$ cat config.mk
export PLATFORM = sky130hd
export DESIGN_NAME = serial_subtractor
export DESIGN_NICKNAME = d
export VERILOG_FILES = /design/src/rtl/serial_subtractor.sv
export SDC_FILE = /design/constraint.sdc
export NUM_CORES = 1
export LEC_CHECK = 0
export CAP_MARGIN = 15
export CORE_UTILIZATION = 33
export CTS_CLUSTER_SIZE = 24
export DETAILED_ROUTE_END_ITERATION = 10
export GPL_TIMING_DRIVEN = 0
export PLACE_DENSITY = 0.59
export SLEW_MARGIN = 10
export SYNTH_ARGS = -nofsm -noshare
export SYNTH_HDL_FRONTEND = slang
export SYNTH_SLANG_ARGS = --single-unit
$ cat constraint.sdc
create_clock -name clk -period 1.85 [get_ports clk]
set_input_delay 0.185 -clock clk [delete_from_list [all_inputs] [get_ports clk]]
set_output_delay 0.185 -clock clk [all_outputs]
set_load 0.03 [all_outputs]
$ cat src/rtl/serial_subtractor.sv
// Chunk-serial subtractor: diff = bits_a - bits_b - borrow_in, CHUNK bits per cycle,
// LSB chunk first, with valid/ready handshakes on the operand and result sides.
module serial_subtractor #(
  parameter int BITWIDTH = 8,
  parameter int CHUNK    = 1
) (
  input  logic                clk,
  input  logic                rst_n,
  input  logic                in_valid,
  output logic                in_ready,
  input  logic [BITWIDTH-1:0] bits_a,
  input  logic [BITWIDTH-1:0] bits_b,
  input  logic                borrow_in,
  output logic                out_valid,
  input  logic                out_ready,
  output logic [BITWIDTH-1:0] diff,
  output logic                borrow_out,
  output logic                overflow
);

  localparam int N     = BITWIDTH / CHUNK;
  localparam int CNT_W = (N > 1) ? $clog2(N) : 1;

  localparam logic [1:0] IDLE = 2'd0;
  localparam logic [1:0] RUN  = 2'd1;
  localparam logic [1:0] DONE = 2'd2;

  logic [1:0]          state;
  logic [CNT_W-1:0]    cnt;
  logic [BITWIDTH-1:0] a_sh;
  logic [BITWIDTH-1:0] b_sh;
  logic [BITWIDTH-1:0] diff_q;
  logic                a_msb;
  logic                b_msb;
  logic                borrow_q;
  logic                borrow_out_q;
  logic                overflow_q;

  logic [CHUNK:0]      chunk_sub;
  logic [BITWIDTH-1:0] diff_next;
  logic                last_chunk;

  // Operands shift right so the active chunk always sits in the low bits; result
  // chunks enter at the top so diff is LSB-aligned after the last chunk.
  // NOTE: every always_comb output gets a value on every path, so no latch is inferred.
  always_comb begin
    chunk_sub = {1'b0, a_sh[CHUNK-1:0]} - {1'b0, b_sh[CHUNK-1:0]}
              - {{CHUNK{1'b0}}, borrow_q};
    diff_next = (diff_q >> CHUNK)
              | (BITWIDTH'(chunk_sub[CHUNK-1:0]) << (BITWIDTH - CHUNK));
  end

  assign last_chunk = (cnt == CNT_W'(N - 1));

  // NOTE: state registers use non-blocking assignments so every flop samples
  // pre-edge values regardless of statement order.
  always_ff @(posedge clk or negedge rst_n) begin
    if (!rst_n) begin
      // NOTE: the operand and result registers are plain flops, not a memory,
      // so they all take a defined reset value.
      state        <= IDLE;
      cnt          <= '0;
      a_sh         <= '0;
      b_sh         <= '0;
      diff_q       <= '0;
      a_msb        <= 1'b0;
      b_msb        <= 1'b0;
      borrow_q     <= 1'b0;
      borrow_out_q <= 1'b0;
      overflow_q   <= 1'b0;
    end else begin
      case (state)
        IDLE: begin
          if (in_valid) begin
            a_sh     <= bits_a;
            b_sh     <= bits_b;
            a_msb    <= bits_a[BITWIDTH-1];
            b_msb    <= bits_b[BITWIDTH-1];
            borrow_q <= borrow_in;
            cnt      <= '0;
            state    <= RUN;
          end
        end
        RUN: begin
          a_sh     <= a_sh >> CHUNK;
          b_sh     <= b_sh >> CHUNK;
          diff_q   <= diff_next;
          borrow_q <= chunk_sub[CHUNK];
          if (last_chunk) begin
            cnt          <= '0;
            borrow_out_q <= chunk_sub[CHUNK];
            // Signed overflow only when operand signs differ and the result sign
            // departs from the minuend's.
            overflow_q   <= (a_msb ^ b_msb) & (diff_next[BITWIDTH-1] ^ a_msb);
            state        <= DONE;
          end else begin
            cnt <= cnt + 1'b1;
          end
        end
        DONE: begin
          if (out_ready) begin
            state <= IDLE;
          end
        end
        default: state <= IDLE;
      endcase
    end
  end

  assign in_ready   = (state == IDLE);
  assign out_valid  = (state == DONE);
  assign diff       = diff_q;
  assign borrow_out = borrow_out_q;
  assign overflow   = overflow_q;

endmodule

[Yosys cells after proc, flatten, opt, wreduce, memory -nomap -nowiden]
Index checks and enable logic that the tools add are counted.
Word-level totals
  register bits: 34
  latch bits: 0
  bits in writable memories: 0
  memory bits (read-only): 0
  output and inout port bits: 12
  word-level logic and storage cells: 42
  memories: 0
Cells by class
  add/subtract/negate cells: 3
  multipliers: 0
  divide/modulo/power cells: 0
  order comparisons: 0
  equality and inequality tests: 6
  shift-type cells: 0
  multiplexer cells: 13
  bitwise gates (word level): 4
  reductions and logical operators: 6
Operator list (count)
  8-bit case mux with 2 select lines: 2
  8-bit two-way mux: 2
  7-bit by 8-bit OR with 8-bit output: 1
  2-bit two-way mux: 3
  3-bit two-way mux: 2
  2-bit case mux with 3 select lines: 1
  3-bit case mux with 2 select lines: 1
  2-bit AND reduction: 3
  2-bit inequality test, second input constant: 2
  3-bit by 1-bit adder with 3-bit output, second input constant: 1
  3-bit equality test, second input constant: 1
  3-bit AND reduction: 1
  2-bit by 1-bit equality test with 1-bit output, second input constant: 1
  2-bit equality test, second input constant: 1
  2-bit logical NOT: 1
  2-bit by 1-bit inequality test with 1-bit output, second input constant: 1
  1-bit case mux with 2 select lines: 1
  2-bit nonzero test: 1
  1-bit by 1-bit subtractor with 2-bit output: 1
  2-bit by 1-bit subtractor with 2-bit output: 1
  1-bit XOR: 2
  1-bit bitwise AND: 1
  1-bit two-way mux: 1

[Longest topological paths before layout]
Gate-level depths: netlist of run 1.
  depth in word-level cells: 5
  mapped depth: 5

[Least setup slack after synthesis of run 1]
Ideal clock, no wire load.
  path type: register -> register
  from: register state[0]
  to: register a_msb
  data arrival time: 1.355 ns
  required time: 1.725 ns
  path slack: 0.371 ns
  cell stages (with the launch flop): 4
  buffers on the path: 0
  cell sequence: dfrtp_1 -> nor2_1 -> nand2_1 -> mux2_2
Between the ends
  cells in the longest elaborated chain, start to end: 2
RTL lines
  start: declaration: RTL line 28  | logic [1:0] state;
  start signal: assignment: RTL line 61  | state <= IDLE;
  start signal: assignment: RTL line 81  | state <= RUN;
  start signal: assignment: RTL line 95  | state <= DONE;
  2-bit logical NOT
  named net in_ready: RTL line 10  | output logic in_ready,
  2-bit AND reduction (no line)
  end signal: assignment: RTL line 77  | a_msb <= bits_a[BITWIDTH-1];
  end: declaration: RTL line 33  | logic a_msb;
The timed path passes the listed nets, and every way through them passes these cells.
A chain may end at the register's enable or synchronous reset.

[Final worst setup path of run 1]
  from: register state[0]
  to: output out_valid
Between the ends
  cells in the longest elaborated chain, start to end: 1
RTL lines
  2-bit equality test: RTL line 111  | assign out_valid = (state == DONE);
  end: declaration: RTL line 14  | output logic out_valid,
No other way between the ends.

==> results.toml, run 1 <==
[status]
status = "finished with violations"
violations = "DRC, hold timing"

[sta]
max_slew_margin = 0.4831
worst_pin_slew_ns = 0.7754
tns_ns = 0
setup_viol = 0
rsz0062_at_grt = "false"
hold_violations = 34
period_needed_ns = 1.716
fin_crit_sh = 0.9275
hold_slack_ns = -0.02169
slew_viol_final = 0
skew_ns = 0.002696
fmax_mhz = 582.8

[logic_synthesis]
synthCells = 152
ys_warn_count = 0
syn_nets = 176
ys_seq_area_frac = 0.5418
synth.avg_cell_area_um2 = 10.33
synth_top_area_cell = "dfrtp_1"
synth_top_area_frac = 0.5418
yosys-top-cells-area = "dfrtp_1 (54%), nand2_1 (7.4%), a22oi_1 (6.7%)"
yosysUniqueCellTypes = 27
yosys_register_bits = 34
synth_area_um2 = 1570

[cts]
cts_tree = "yes"
cts_setup_buffers = 0
cts_made_buffers = 5
hold_buffers = 0
cts_root_buffer = "clkbuf_8"
cts_max_level = 2
cts_resized = 2
clkTransAtPathRegs_ns = 0.06
clk_latency_ns = 0.28
cts_sinks = 34
cts_buffer_depth = 2

[detailed_routing]
first_pass_iters = 8
postRouteAntennaNets = 0
dr_total_vias = 1257
drc = 3
dr.first_iter.drc_count = 82
post_drt_wl_per_cell_um = 14.64
avgViaCountPerCell = 5.173
wl_um = 3558

[place]
port-buffer-count = 32
gp_congestion = 0.7819
hpwl_um = 2585
place_area_um2 = 1951

[finish]
seq_area_um2 = 850.8
fillerInstances = 431
insertedDiodeCount = 0
area_growth_pct = 28.92
fin_area_um2 = 2024
final_core_util = 0.4525
multiInputGateArea_um2 = 640.6
final_layout_size_suffix_gt1_frac = 0.1204
nNetsFinal = 215

[power]
p_per_area_nw_per_um2 = 1600
seqPwrFrac = 0.394
p_sw_uw = 1258
clkPwrFrac = 0.156
switching_share = 0.3883
leakage_uw = 0.0009120
p_int_uw = 1982
ir_drop_mv = 0.4399
pwr-share-comb = 0.450

[floorplan]
initial_core_util = 0.3510
dieArea_um2 = 5038
die-width_um = 70.98
num_io_pins = 33
die-height_um = 70.98
row_count = 24
core_um2 = 4474

[worst_setup_path]
crit_required_ns = 1.66
path_class = "flop to output port"
crit_chain = "buf_2 -> nand2b_1 -> inv_1 -> dlygate4sd2_1"
slowest_stage = "dfrtp_1"
cp_slowest_stage_delay_ns = 0.42
critPathLaunchType = "flop"
r2r_setup_slack_ns = 0.30
arrival_ns = 1.53
cp_max_fo = 10
critPathCaptureType = "output port"

[grt]
globalRouteTotalUtil = 0.1563
antenna_found_initial = 0
grt_max_degree = 35
grt_pass1_vias = 1282
grt_pass1_wl_um = 6030
grt_overflow = 0

[flow_run]
max-cap-violations = 0

[hold_path]
hp-class = "input port to asynchronous set/reset pin"
==> per-layer routing <==
layer | vias to the layer above | track usage | wire length (um)
li1 | 603 | - | -
met5 | - | 0 | 0
met1 | 608 | 0.1918 | 1603
met2 | 39 | 0.2553 | 1718
met4 | 0 | 0.06222 | 48
met3 | 7 | 0.05128 | 187
==> metrics by stage <==
stage / worst slack (ns) / hold slack, ns / total power, uW / instances
2_1_floorplan: 0.3705 / -0.1106 / 2242 / 152
5_1_grt: 0.06269 / 0.03342 / 3478 / 243
4_1_cts: 0.1152 / 0.004330 / 3284 / 243
3_5_place_dp: 0.1640 / 0.3081 / 2778 / 236
3_3_place_gp: -0.09355 / 0.4611 / 2694 / 236
6_report: 0.1341 / -0.02169 / 3239 / 243
==> flip-flops by register name, indices dropped and copies added, names as in the netlist <==
name and count:
b_msb 1, borrow_q 1, a_sh 8, borrow_out 1, state 2, a_msb 1, b_sh 8, cnt 3
overflow 1, diff 8
==> placed cells by master (no fill, tap or decap), drive strengths merged <==
master,count
inv,3
dlygate4sd2,2
nor2b,10
clkdlybuf4s50,29
a21oi,9
nand2b,3
a22oi,14
buf,11
and3b,1
ha,2
nand2,32
o21bai,1
fa,1
a22o,2
dfrtp,34
a2bb2oi,1
clkbuf,8
a32o,2
nor2,2
mux2,4
nand3b,1
o21ai,18
o31ai,1
==> worst paths after layout <==
kind | startpoint | end | cells after the start
worst max-delay path | state[0]$_DFFE_PN0P_ | out_valid | 4
worst max register to register | a_sh[0]$_DFFE_PN0P_ | overflow$_DFFE_PN0P_ | 5
max in group asynchronous | rst_n | a_sh[2]$_DFFE_PN0P_ | 1
min in group clk | out_ready | state[1]$_DFFE_PN0P_ | 2
worst min register to register | diff[0]$_DFFE_PN0N_ | diff[0]$_DFFE_PN0N_ | 2
worst min-delay path | rst_n | diff[0]$_DFFE_PN0N_ | 1
==> kinds of logic after synthesis <==
family	after synthesis	synth area share
and+or+nand+nor	49	0.1466
AOI/OAI and AO/OA	48	0.1992
DFF	34	0.5418
buffers and inverters	14	0.05020
muxes	4	0.03347
adders and majority gates	3	0.02868
==> power by group through the flow <==
stage	clock network [uW]	logic, uW	registers, uW
after floorplan	0	829	1410
after global placement	0	1430	1260
after detailed placement	0	1490	1290
after CTS	524	1480	1280
after global routing	557	1610	1310
final	505	1460	1280
==> worst max-delay path, delay by kind of cell, from the launching register on <==
family	cells	cell delay, ns
buffers and inverters	3	0.64
DFF	1	0.42
and+or+nand+nor	1	0.18
==> final cells by class <==
class	count	area share
multi-input cells	104	0.3164
plain buffers	11	0.03337
clock buffers	7	0.03770
repair buffers	32	0.1545
inverters	3	0.005562
well taps	52	0.03214
flip-flops and latches	34	0.4203
==> cells in the mapped netlist (all sizes together) <==
master and number:
nor2 2, mux2 4, o31ai 1, o21ai 18
a32o 2, clkbuf 1, a21oi 9, nand2b 3
nand3b 1, nor2b 10, nand2 32, buf 10
inv 3, o21bai 1, dfrtp 34, a22oi 14
a2bb2oi 1, fa 1, and3b 1, ha 2
a22o 2
No activity file was read; power rests on OpenSTA's default activity.
==> inputs of run 2 (changes only) <==
--- a/config.mk
+++ b/config.mk
@@ -7,6 +7,7 @@
 export LEC_CHECK = 0
 export CAP_MARGIN = 15
 export CORE_UTILIZATION = 33
+export CTS_BUF_LIST = sky130_fd_sc_hd__clkbuf_4 sky130_fd_sc_hd__clkbuf_8 sky130_fd_sc_hd__clkbuf_16
 export CTS_CLUSTER_SIZE = 24
 export DETAILED_ROUTE_END_ITERATION = 10
 export GPL_TIMING_DRIVEN = 0
==> run 2 against run 1 <==
Critical path depth unchanged. Critical path type unchanged. First-iteration DRC count shrank 2.4%. Sequential power is essentially flat. Die area stayed put. Total power up 0.93%. Clock skew about the same. Largest cell class unchanged. Combinational power hardly changed. Worst setup slack about the same. Highest routed layer unchanged. Register-to-register slack about the same. Sequential share of layout area decreased by 0.16 points. The run still ends with DRC, hold timing left. Worst hold slack barely moved.
==> results.toml, run 2 (synthesized netlist as in run 1, its figures left out) <==
[detailed_routing]
drc = 3
dr_total_vias = 1258
post_drt_wl_per_cell_um = 14.63
postRouteAntennaNets = 0
wl_um = 3555
first_pass_iters = 9
avgViaCountPerCell = 5.177
dr.first_iter.drc_count = 80

[finish]
layout_common_cells = "dfrtp_1 (34), nand2_1 (31), clkdlybuf4s50_1 (29), o21ai_0 (17), a22oi_1 (14)"
nNetsFinal = 215
layout_commonest_cell = "dfrtp_1"
final_layout_size_suffix_gt1_frac = 0.1309
area_growth_pct = 29.40
insertedDiodeCount = 0
final_core_util = 0.4541

[cts]
clkTransAtPathRegs_ns = 0.06
cts_sinks = 34
cts_buffer_depth = 2
clk_latency_ns = 0.28
cts_max_level = 2
cts_made_buffers = 5
cts_tree = "yes"
cts_root_buffer = "clkbuf_8"
hold_buffers = 0

[sta]
rsz0062_at_grt = "false"
setup_viol = 0
slew_viol_final = 0
worst_pin_slew_ns = 0.7755
hold_violations = 34
max_slew_margin = 0.4830
period_needed_ns = 1.716
fmax_mhz = 582.6
skew_ns = 0.002664
hold_slack_ns = -0.02120
fin_crit_sh = 0.9278
setup_ws_ns = 0.1337

[worst_setup_path]
cp-startpoint = "state[0]$_DFFE_PN0P_"
critPathCaptureType = "output port"
crit_required_ns = 1.66
slowest_stage = "dfrtp_1"
critPathLaunchType = "flop"
timing.rr.start = "a_sh[0]$_DFFE_PN0P_"
path_class = "flop to output port"
cpLargestDelayFamily = "buffers and inverters"
r2r_setup_slack_ns = 0.30
cp_max_fo = 10
cp_slowest_stage_delay_ns = 0.42
r2r_end = "overflow$_DFFE_PN0P_"
arrival_ns = 1.53
path_buf_inv = 3
crit_chain = "buf_2 -> nand2b_1 -> inv_1 -> dlygate4sd2_1"
ff2ff_path_depth = 5

[power]
ir_drop_mv = 0.4395
leakage_uw = 0.0009188
p_per_area_nw_per_um2 = 1609

[grt]
grt_pass1_wl_um = 6030
globalRouteTotalUtil = 0.1563
antenna_found_initial = 0
grt_pass1_vias = 1282
grt_max_degree = 35
grt_overflow = 0

[floorplan]
initial_core_util = 0.3510
row_count = 24
die-height_um = 70.98
die-width_um = 70.98
num_io_pins = 33
dieArea_um2 = 5038
core_um2 = 4474

[place]
port-buffer-count = 32
hpwl_um = 2585
post-place-ws_ns = 0.1640
gp_congestion = 0.7819

[hold_path]
hp-class = "input port to asynchronous set/reset pin"

[flow_run]
max-cap-violations = 0

[status]
status = "finished with violations"
violations = "DRC, hold timing"
==> run 2: timing repair <==
| item | CTS | global route |
|---|---|---|
| resized for setup | 2 | 0 |
| buffers inserted | 0 | 0 |
| endpoints found under the setup margin | 2 | 0 |
==> run 2: how the worst max path moves through the flow <==
stage	end	slack (ns)	cells after the start
floorplan	a_msb$_DFFE_PN0P_	0.37	3
global placement	a_sh[4]$_DFFE_PN0P_	-0.09	1
detailed placement	out_valid	0.16	4
CTS	out_valid	0.12	4
global route	out_valid	0.06	4
finish	out_valid	0.13	4
==> run 2: power breakdown <==
group,leakage [uW],switching [uW],internal [uW]
clock network,0.0000452,246,288
registers,0.000433,221,1060
logic,0.000440,792,666
==> run 2: through the flow <==
| stage | setup TNS, ns | cell area, um2 | cells | power, uW | hold slack, ns |
|---|---|---|---|---|---|
| finish | 0 | 2032 | 243 | 3270 | -0.02120 |
| global placement | -3.134 | 1956 | 236 | 2694 | 0.4611 |
| floorplan | 0 | 1570 | 152 | 2242 | -0.1106 |
| global route | 0 | 2032 | 243 | 3507 | 0.03342 |
| detailed placement | 0 | 1951 | 236 | 2778 | 0.3081 |
| CTS | 0 | 2032 | 243 | 3314 | 0.004330 |
==> run 2: layer usage <==
layer,vias to the layer above,global-route usage,part of all wire
li1,603,-,-
met1,609,0.1918,0.45
met2,39,0.2553,0.49
met3,7,0.05128,0.052
met4,0,0.06222,0.014
met5,-,0,0
==> run 2: final cells by class <==
class,instances,area [um2]
Fill cell,429,2442
Sequential cell,34,850.8
Multi-Input combinational cell,104,640.6
Timing Repair Buffer,32,312.8
Clock buffer,7,83.83
Buffer,11,67.56
Tap cell,52,65.06
Inverter,3,11.26
==> inputs of run 3 (changes only) <==
--- a/config.mk
+++ b/config.mk
@@ -8,7 +8,6 @@
 export CAP_MARGIN = 15
 export CORE_UTILIZATION = 33
 export CTS_BUF_LIST = sky130_fd_sc_hd__clkbuf_4 sky130_fd_sc_hd__clkbuf_8 sky130_fd_sc_hd__clkbuf_16
-export CTS_CLUSTER_SIZE = 24
 export DETAILED_ROUTE_END_ITERATION = 10
 export GPL_TIMING_DRIVEN = 0
 export PLACE_DENSITY = 0.59
==> results of run 3 <==
Same layout as run 2: the final DEF is identical, and so are final timing and power.
